==> config.mk <==
export PLATFORM = sky130hd
export DESIGN_NAME = trap_ctrl
export DESIGN_NICKNAME = d
export VERILOG_FILES = /design/src/rtl/trap_ctrl_pkg.sv /design/src/rtl/trap_drain_cnt.sv /design/src/rtl/trap_ctrl.sv
export SDC_FILE = /design/constraint.sdc
export NUM_CORES = 1
export LEC_CHECK = 0
export BUFFER_PORTS_ARGS = -buffer_cell sky130_fd_sc_hd__clkbuf_2
export CAP_MARGIN = 20
export CORE_MARGIN = 2
export CORE_UTILIZATION = 37
export DETAILED_ROUTE_END_ITERATION = 8
export PLACE_DENSITY = 0.81
export SKIP_LAST_GASP = 1
export SLEW_MARGIN = 40
export SYNTH_ARGS = -nofsm -noshare
export SYNTH_HDL_FRONTEND = slang
export SYNTH_SLANG_ARGS = --single-unit
==> constraint.sdc <==
create_clock -name clk -period 1.8 [get_ports clk]
set_input_delay 0.36 -clock clk [delete_from_list [all_inputs] [get_ports clk]]
set_output_delay 0.36 -clock clk [all_outputs]
set_load 0.005 [all_outputs]
==> src/rtl/trap_ctrl_pkg.sv <==
// Shared definitions for the trap sequencer: FSM state codes, trap kind,
// mcause codes and machine-mode CSR addresses.
package trap_ctrl_pkg;

  localparam logic [1:0] ST_IDLE     = 2'd0;
  localparam logic [1:0] ST_CAPTURE  = 2'd1;
  localparam logic [1:0] ST_DRAIN    = 2'd2;
  localparam logic [1:0] ST_REDIRECT = 2'd3;

  typedef enum logic {
    KIND_ENTRY  = 1'b0,
    KIND_RETURN = 1'b1
  } trap_kind_e;

  localparam int unsigned CNT_W = 4;

  // Exception codes as reported in mcause[30:0]; interrupt bit lives above.
  localparam logic [30:0] MCAUSE_ECALL_U = 31'd8;
  localparam logic [30:0] MCAUSE_ECALL_S = 31'd9;
  localparam logic [30:0] MCAUSE_ECALL_M = 31'd11;

  localparam logic [11:0] CSR_MSTATUS = 12'h300;
  localparam logic [11:0] CSR_MTVEC   = 12'h305;
  localparam logic [11:0] CSR_MEPC    = 12'h341;
  localparam logic [11:0] CSR_MCAUSE  = 12'h342;

  function automatic logic [30:0] cause_code(input int code);
    return 31'(code);
  endfunction

endpackage

==> src/rtl/trap_drain_cnt.sv <==
// Loadable 4-bit down-counter for the trap drain window. Holds while stalled,
// never counts below 1, and flags the terminal value 1.
module trap_drain_cnt
  import trap_ctrl_pkg::*;
(
  input  logic             clk_i,
  input  logic             rst_n_i,
  input  logic             load_i,
  input  logic [CNT_W-1:0] load_val_i,
  input  logic             dec_i,
  output logic             term_o
);

  logic [CNT_W-1:0] cnt_q, cnt_d;

  // Next count: load has priority, decrement saturates at 1.
  always_comb begin
    cnt_d = cnt_q;
    if (load_i) begin
      cnt_d = load_val_i;
    end else if (dec_i && (cnt_q > 4'd1)) begin
      cnt_d = cnt_q - 4'd1;
    end else begin
      cnt_d = cnt_q;
    end
  end

  // Count register with synchronous active-low reset.
  always_ff @(posedge clk_i) begin
    if (!rst_n_i) begin
      cnt_q <= 4'd0;
    end else begin
      cnt_q <= cnt_d;
    end
  end

  assign term_o = (cnt_q == 4'd1);

endmodule

==> src/rtl/trap_ctrl.sv <==
// Trap sequencer: ecall (and, with TRAP_MRET_EN defined, mret) in EX ->
// CSR capture strobe -> pipeline drain -> fetch redirect to mtvec / mepc.
module trap_ctrl
  import trap_ctrl_pkg::*;
#(
  parameter int FLUSH_CYCLES = 2,
  parameter int ECALL_CAUSE  = 11
) (
  input  logic        clk,
  input  logic        rst_n,
  input  logic        cmd_ecall_ex,
  input  logic        cmd_mret_ex,
  input  logic [29:0] pc_ex,
  input  logic [29:0] csr_mtvec_ex,
  input  logic [29:0] csr_mepc_ex,
  input  logic        stall,
  output logic        trap_capture,
  output logic [29:0] trap_epc,
  output logic [30:0] trap_cause,
  output logic        trap_flush,
  output logic        trap_jmp,
  output logic [29:0] trap_pc,
  output logic        trap_busy
);

  localparam logic [CNT_W-1:0] FLUSH_LD = 4'(FLUSH_CYCLES);
  localparam logic [30:0]      CAUSE_C  = cause_code(ECALL_CAUSE);

  logic [1:0]  state_q, state_d;
  logic [29:0] epc_q, epc_d;
  logic        cnt_load_s, cnt_dec_s, cnt_term_s;
  logic        capture_s, jmp_s, busy_s;
  logic [29:0] target_s;

`ifdef TRAP_MRET_EN
  trap_kind_e  kind_q, kind_d;
`endif

  // Sequencer next-state, epc latch and kind selection.
  always_comb begin
    state_d    = state_q;
    epc_d      = epc_q;
    cnt_load_s = 1'b0;
    cnt_dec_s  = 1'b0;
`ifdef TRAP_MRET_EN
    kind_d     = kind_q;
`endif
    case (state_q)
      ST_IDLE: begin
        if (!stall && cmd_ecall_ex) begin
          epc_d   = pc_ex;
          state_d = ST_CAPTURE;
`ifdef TRAP_MRET_EN
          kind_d  = KIND_ENTRY;
        end else if (!stall && cmd_mret_ex) begin
          kind_d  = KIND_RETURN;
          state_d = ST_CAPTURE;
`endif
        end else begin
          state_d = ST_IDLE;
        end
      end
      // The strobe must stay exactly one cycle, so stall is not consulted here.
      ST_CAPTURE: begin
        cnt_load_s = 1'b1;
        if (FLUSH_LD == 4'd0) begin
          state_d = ST_REDIRECT;
        end else begin
          state_d = ST_DRAIN;
        end
      end
      ST_DRAIN: begin
        if (!stall) begin
          cnt_dec_s = 1'b1;
          if (cnt_term_s) begin
            state_d = ST_REDIRECT;
          end else begin
            state_d = ST_DRAIN;
          end
        end else begin
          state_d = ST_DRAIN;
        end
      end
      ST_REDIRECT: begin
        if (!stall) begin
          state_d = ST_IDLE;
        end else begin
          state_d = ST_REDIRECT;
        end
      end
      default: begin
        state_d = ST_IDLE;
      end
    endcase
  end

  // Sequencer state registers with synchronous active-low reset.
  always_ff @(posedge clk) begin
    if (!rst_n) begin
      state_q <= ST_IDLE;
      epc_q   <= 30'd0;
`ifdef TRAP_MRET_EN
      kind_q  <= KIND_ENTRY;
`endif
    end else begin
      state_q <= state_d;
      epc_q   <= epc_d;
`ifdef TRAP_MRET_EN
      kind_q  <= kind_d;
`endif
    end
  end

  trap_drain_cnt u_drain_cnt (
    .clk_i      (clk),
    .rst_n_i    (rst_n),
    .load_i     (cnt_load_s),
    .load_val_i (FLUSH_LD),
    .dec_i      (cnt_dec_s),
    .term_o     (cnt_term_s)
  );

  // Target is read live so a CSR write retired during the drain is honoured.
`ifdef TRAP_MRET_EN
  assign capture_s = (state_q == ST_CAPTURE) && (kind_q == KIND_ENTRY);
  assign target_s  = (kind_q == KIND_RETURN) ? csr_mepc_ex : csr_mtvec_ex;
`else
  logic unused_mret_s;
  assign capture_s     = (state_q == ST_CAPTURE);
  assign target_s      = csr_mtvec_ex;
  assign unused_mret_s = ^{cmd_mret_ex, csr_mepc_ex};
`endif

  assign busy_s = (state_q != ST_IDLE);
  assign jmp_s  = (state_q == ST_REDIRECT);

  assign trap_capture = capture_s;
  assign trap_epc     = epc_q;
  assign trap_cause   = capture_s ? CAUSE_C : 31'd0;
  assign trap_flush   = busy_s;
  assign trap_jmp     = jmp_s;
  assign trap_pc      = jmp_s ? target_s : 30'd0;
  assign trap_busy    = busy_s;

endmodule
==> qor.txt <==
status - finished, final reports clean
RSZ-0062 raised after global routing - false
YS warnings - 0
Hold Buf Count CTS - 0
number of global-route vias before repair - 1736
CTS H-tree depth - 2
Min-Delay Path Class - primary input to flop
post-route insts no fill - 433
multiplexer area fraction after synthesis - 1.05%
Post-Synth XOR/XNOR Area - 0.433%
Yosys reg bits - 36
clock sinks - 36
Final #Nets - 459
power density over the cells - 702 nW/um^2
minimum clock period - 1690 ps
PortBufs - 130
DP HPWL - 4070 um
die span in y - 78.0 um
Peak Freq - 592 MHz
IO Pins - 190
CP max-delay cell - dfxtp_1
Clock Root Buffer - clkbuf_8
Initial Util - 38.9%
Lkg Pwr - 1.48 nW
grt ovf - 0
dpl cells - 425
syn_area_per_cell - 8.51 um^2
reg-to-reg startpoint - u_drain_cnt.cnt_q[0]
final wirelength - 5060 um
CP Max Fanout - 31
first-pass GRT wire length - 7870 um
worst-skew pair later-pin latency - 280 ps
CP max stage delay - 420 ps
post-synthesis sequential area ratio - 35.6%
maximum number of pins on one net before global-route repair - 32
Clk pin slew, worst setup/hold paths - 70 ps
vias per cell - 4.48
Die Wd - 78.0 um
Pre-antenna DRT Iters - 4
simple-gate area share of the yosys netlist - 26.2%
adder-cell area share of the yosys netlist - 1.24%
Setup Crit Path Kind - flop to output port
DRT iter0 DRCs - 28
MaxCap Viol Count - 0
CTS Buf Count - 5
hold wc startpoint - pc_ex[20]
CP cell instances - buf_4, and3_1, clkbuf_2
setup TNS - 0 ps
cell area after synthesis - 2020 um^2
drt wl/cell - 11.7 um
Cells after Synth - 238
footprint of the multi-input gates - 1070 um^2
peak supply drop - 0.282 mV
CTS tree - built
commonest non-fill, non-tap cell in the layout - clkbuf_2
DR vias - 1938
Hold Fails Final Rpt - 0
initial antenna violation count - 0
routability cong. - 0.842
worst path required time - 1440 ps
WHS Path Cells - 3
fin worst setup slack - 111 ps
Tcrit/Tclk final - 93.8%
reg2reg path depth - 5
Synth-to-Final Area Change - 34.4%
Hold Slack - 299 ps
layout cells sized above 1 - 50.1%
largest family of logic cells by synthesized area - simple AND/OR/NAND/NOR gates
die area - 6080 um^2
Filler Cell Count - 485
commonest non-fill, non-tap cells in the layout - clkbuf_2 (130), nand2_1 (63), dfxtp_1 (36)
Tot Pwr - 1.91 mW
Place WS - 292 ps
Total GRT Usage - 16.0%
Post CTS Setup Buffer Count - 0
Fin Clk Skew - 4.00 ps
Final setup viols - 0
post_cts resized - 0
end of the worst register-to-register path - u_drain_cnt.cnt_q[3]
number of library cell types mapped by synthesis - 28
Critical Path AT - 1330 ps
Compound-Gate Fraction of Synth Area - 18.6%
# DRC - 0
R2R setup slack - 290 ps
Clock Path Buffers - 2
Antenna Nets Post-Route - 0
fin. max-slew vios - 0
Core Box Area - 5200 um^2
antenna cells - 0
Min-Delay Endpoint - trap_epc[20]
Std-Cell Rows - 26
Sequential Area - 721 um^2
crit start category - flop
Worst Setup End Kind - output port
==> Yosys cell counts <==
cell type	count	area share, %
inv_1	4	0.74
xnor2_1	1	0.43
and2b_2	1	0.43
clkbuf_1	9	1.7
buf_2	3	0.74
and2_2	1	0.37
o311a_2	1	0.56
nand2b_1	1	0.31
mux2_2	1	0.56
nor3b_4	1	0.93
nand2_1	63	12
and3_2	1	0.37
conb_1	1	0.19
nand4_1	1	0.31
ha_1	2	1.2
or2_4	1	0.43
a21boi_2	30	17
nor2_1	8	1.5
o311a_1	1	0.49
and3_1	30	9.3
nand3b_1	1	0.37
a21oi_1	2	0.49
mux2i_1	1	0.49
a21boi_0	1	0.37
buf_6	3	1.7
buf_4	32	12
nor3_1	1	0.25
dfxtp_1	36	36
==> critical path: cells and delay by family (launching register included) <==
family	cells	cell delay [ps]
flip-flops	1	420
buffers and inverters	2	400
AND/OR/NAND/NOR	1	230
==> routing by layer <==
metal / vias to the layer above / track usage [%] / part of all wire, %
met4: 0 / 4.91 / 1.7
met3: 10 / 4.53 / 8.3
li1: 964 / - / -
met1: 862 / 17.1 / 38
met2: 102 / 30.2 / 52
met5: - / 0 / 0
==> how the worst max path moves through the flow <==
stage                               from  slack [ps]                   end
floorplan           u_drain_cnt.cnt_q[0]         380  u_drain_cnt.cnt_q[3]
global placement    u_drain_cnt.cnt_q[0]         330  u_drain_cnt.cnt_q[3]
detailed placement  u_drain_cnt.cnt_q[0]         290  u_drain_cnt.cnt_q[3]
CTS                           state_q[0]         140           trap_pc[19]
global route                  state_q[0]          50           trap_pc[19]
finish                        state_q[0]         110           trap_pc[19]
==> kinds of logic (layout without fill, tap and decap cells) <==
logic type | after synthesis | count (layout)
DFF | 36 | 36
xor gates and xnor gates | 1 | 1
other | 1 | 28
adders and majority gates | 2 | 2
AOI/OAI and AO/OA | 35 | 35
and+or+nand+nor | 110 | 110
buffers and inverters | 51 | 149
muxes | 2 | 2
==> power by group <==
| part | internal, mW | leakage (nW) | switching, mW |
|---|---|---|---|
| Sequential | 0.833 | 0.293 | 0.0193 |
| Clock | 0.489 | 0.0645 | 0.276 |
| Combinational | 0.144 | 1.12 | 0.149 |
==> flip-flops by register name (all words and copies together), names as in the netlist <==
| signal | flops |
|---|---|
| trap_epc | 30 |
| u_drain_cnt.cnt_q | 4 |
| state_q | 2 |
==> stage by stage <==
stage	utilization, %	area (um^2)
finish	52.3	2720
floorplan	-	2130
CTS	52.3	2720
detailed placement	49.8	2590
global placement	49.8	2590
global route	52.3	2720
==> area by class of cell <==
| cell class | count | area share (%) |
|---|---|---|
| Inverter | 4 | 0.552 |
| Clock inverter | 1 | 1.10 |
| Timing Repair Buffer | 137 | 25.9 |
| Clock buffer | 7 | 3.54 |
| Sequential cell | 36 | 26.5 |
| Multi-Input combinational cell | 178 | 39.2 |
| Tap cell | 70 | 3.22 |
No activity file was read; power rests on OpenSTA's default activity.
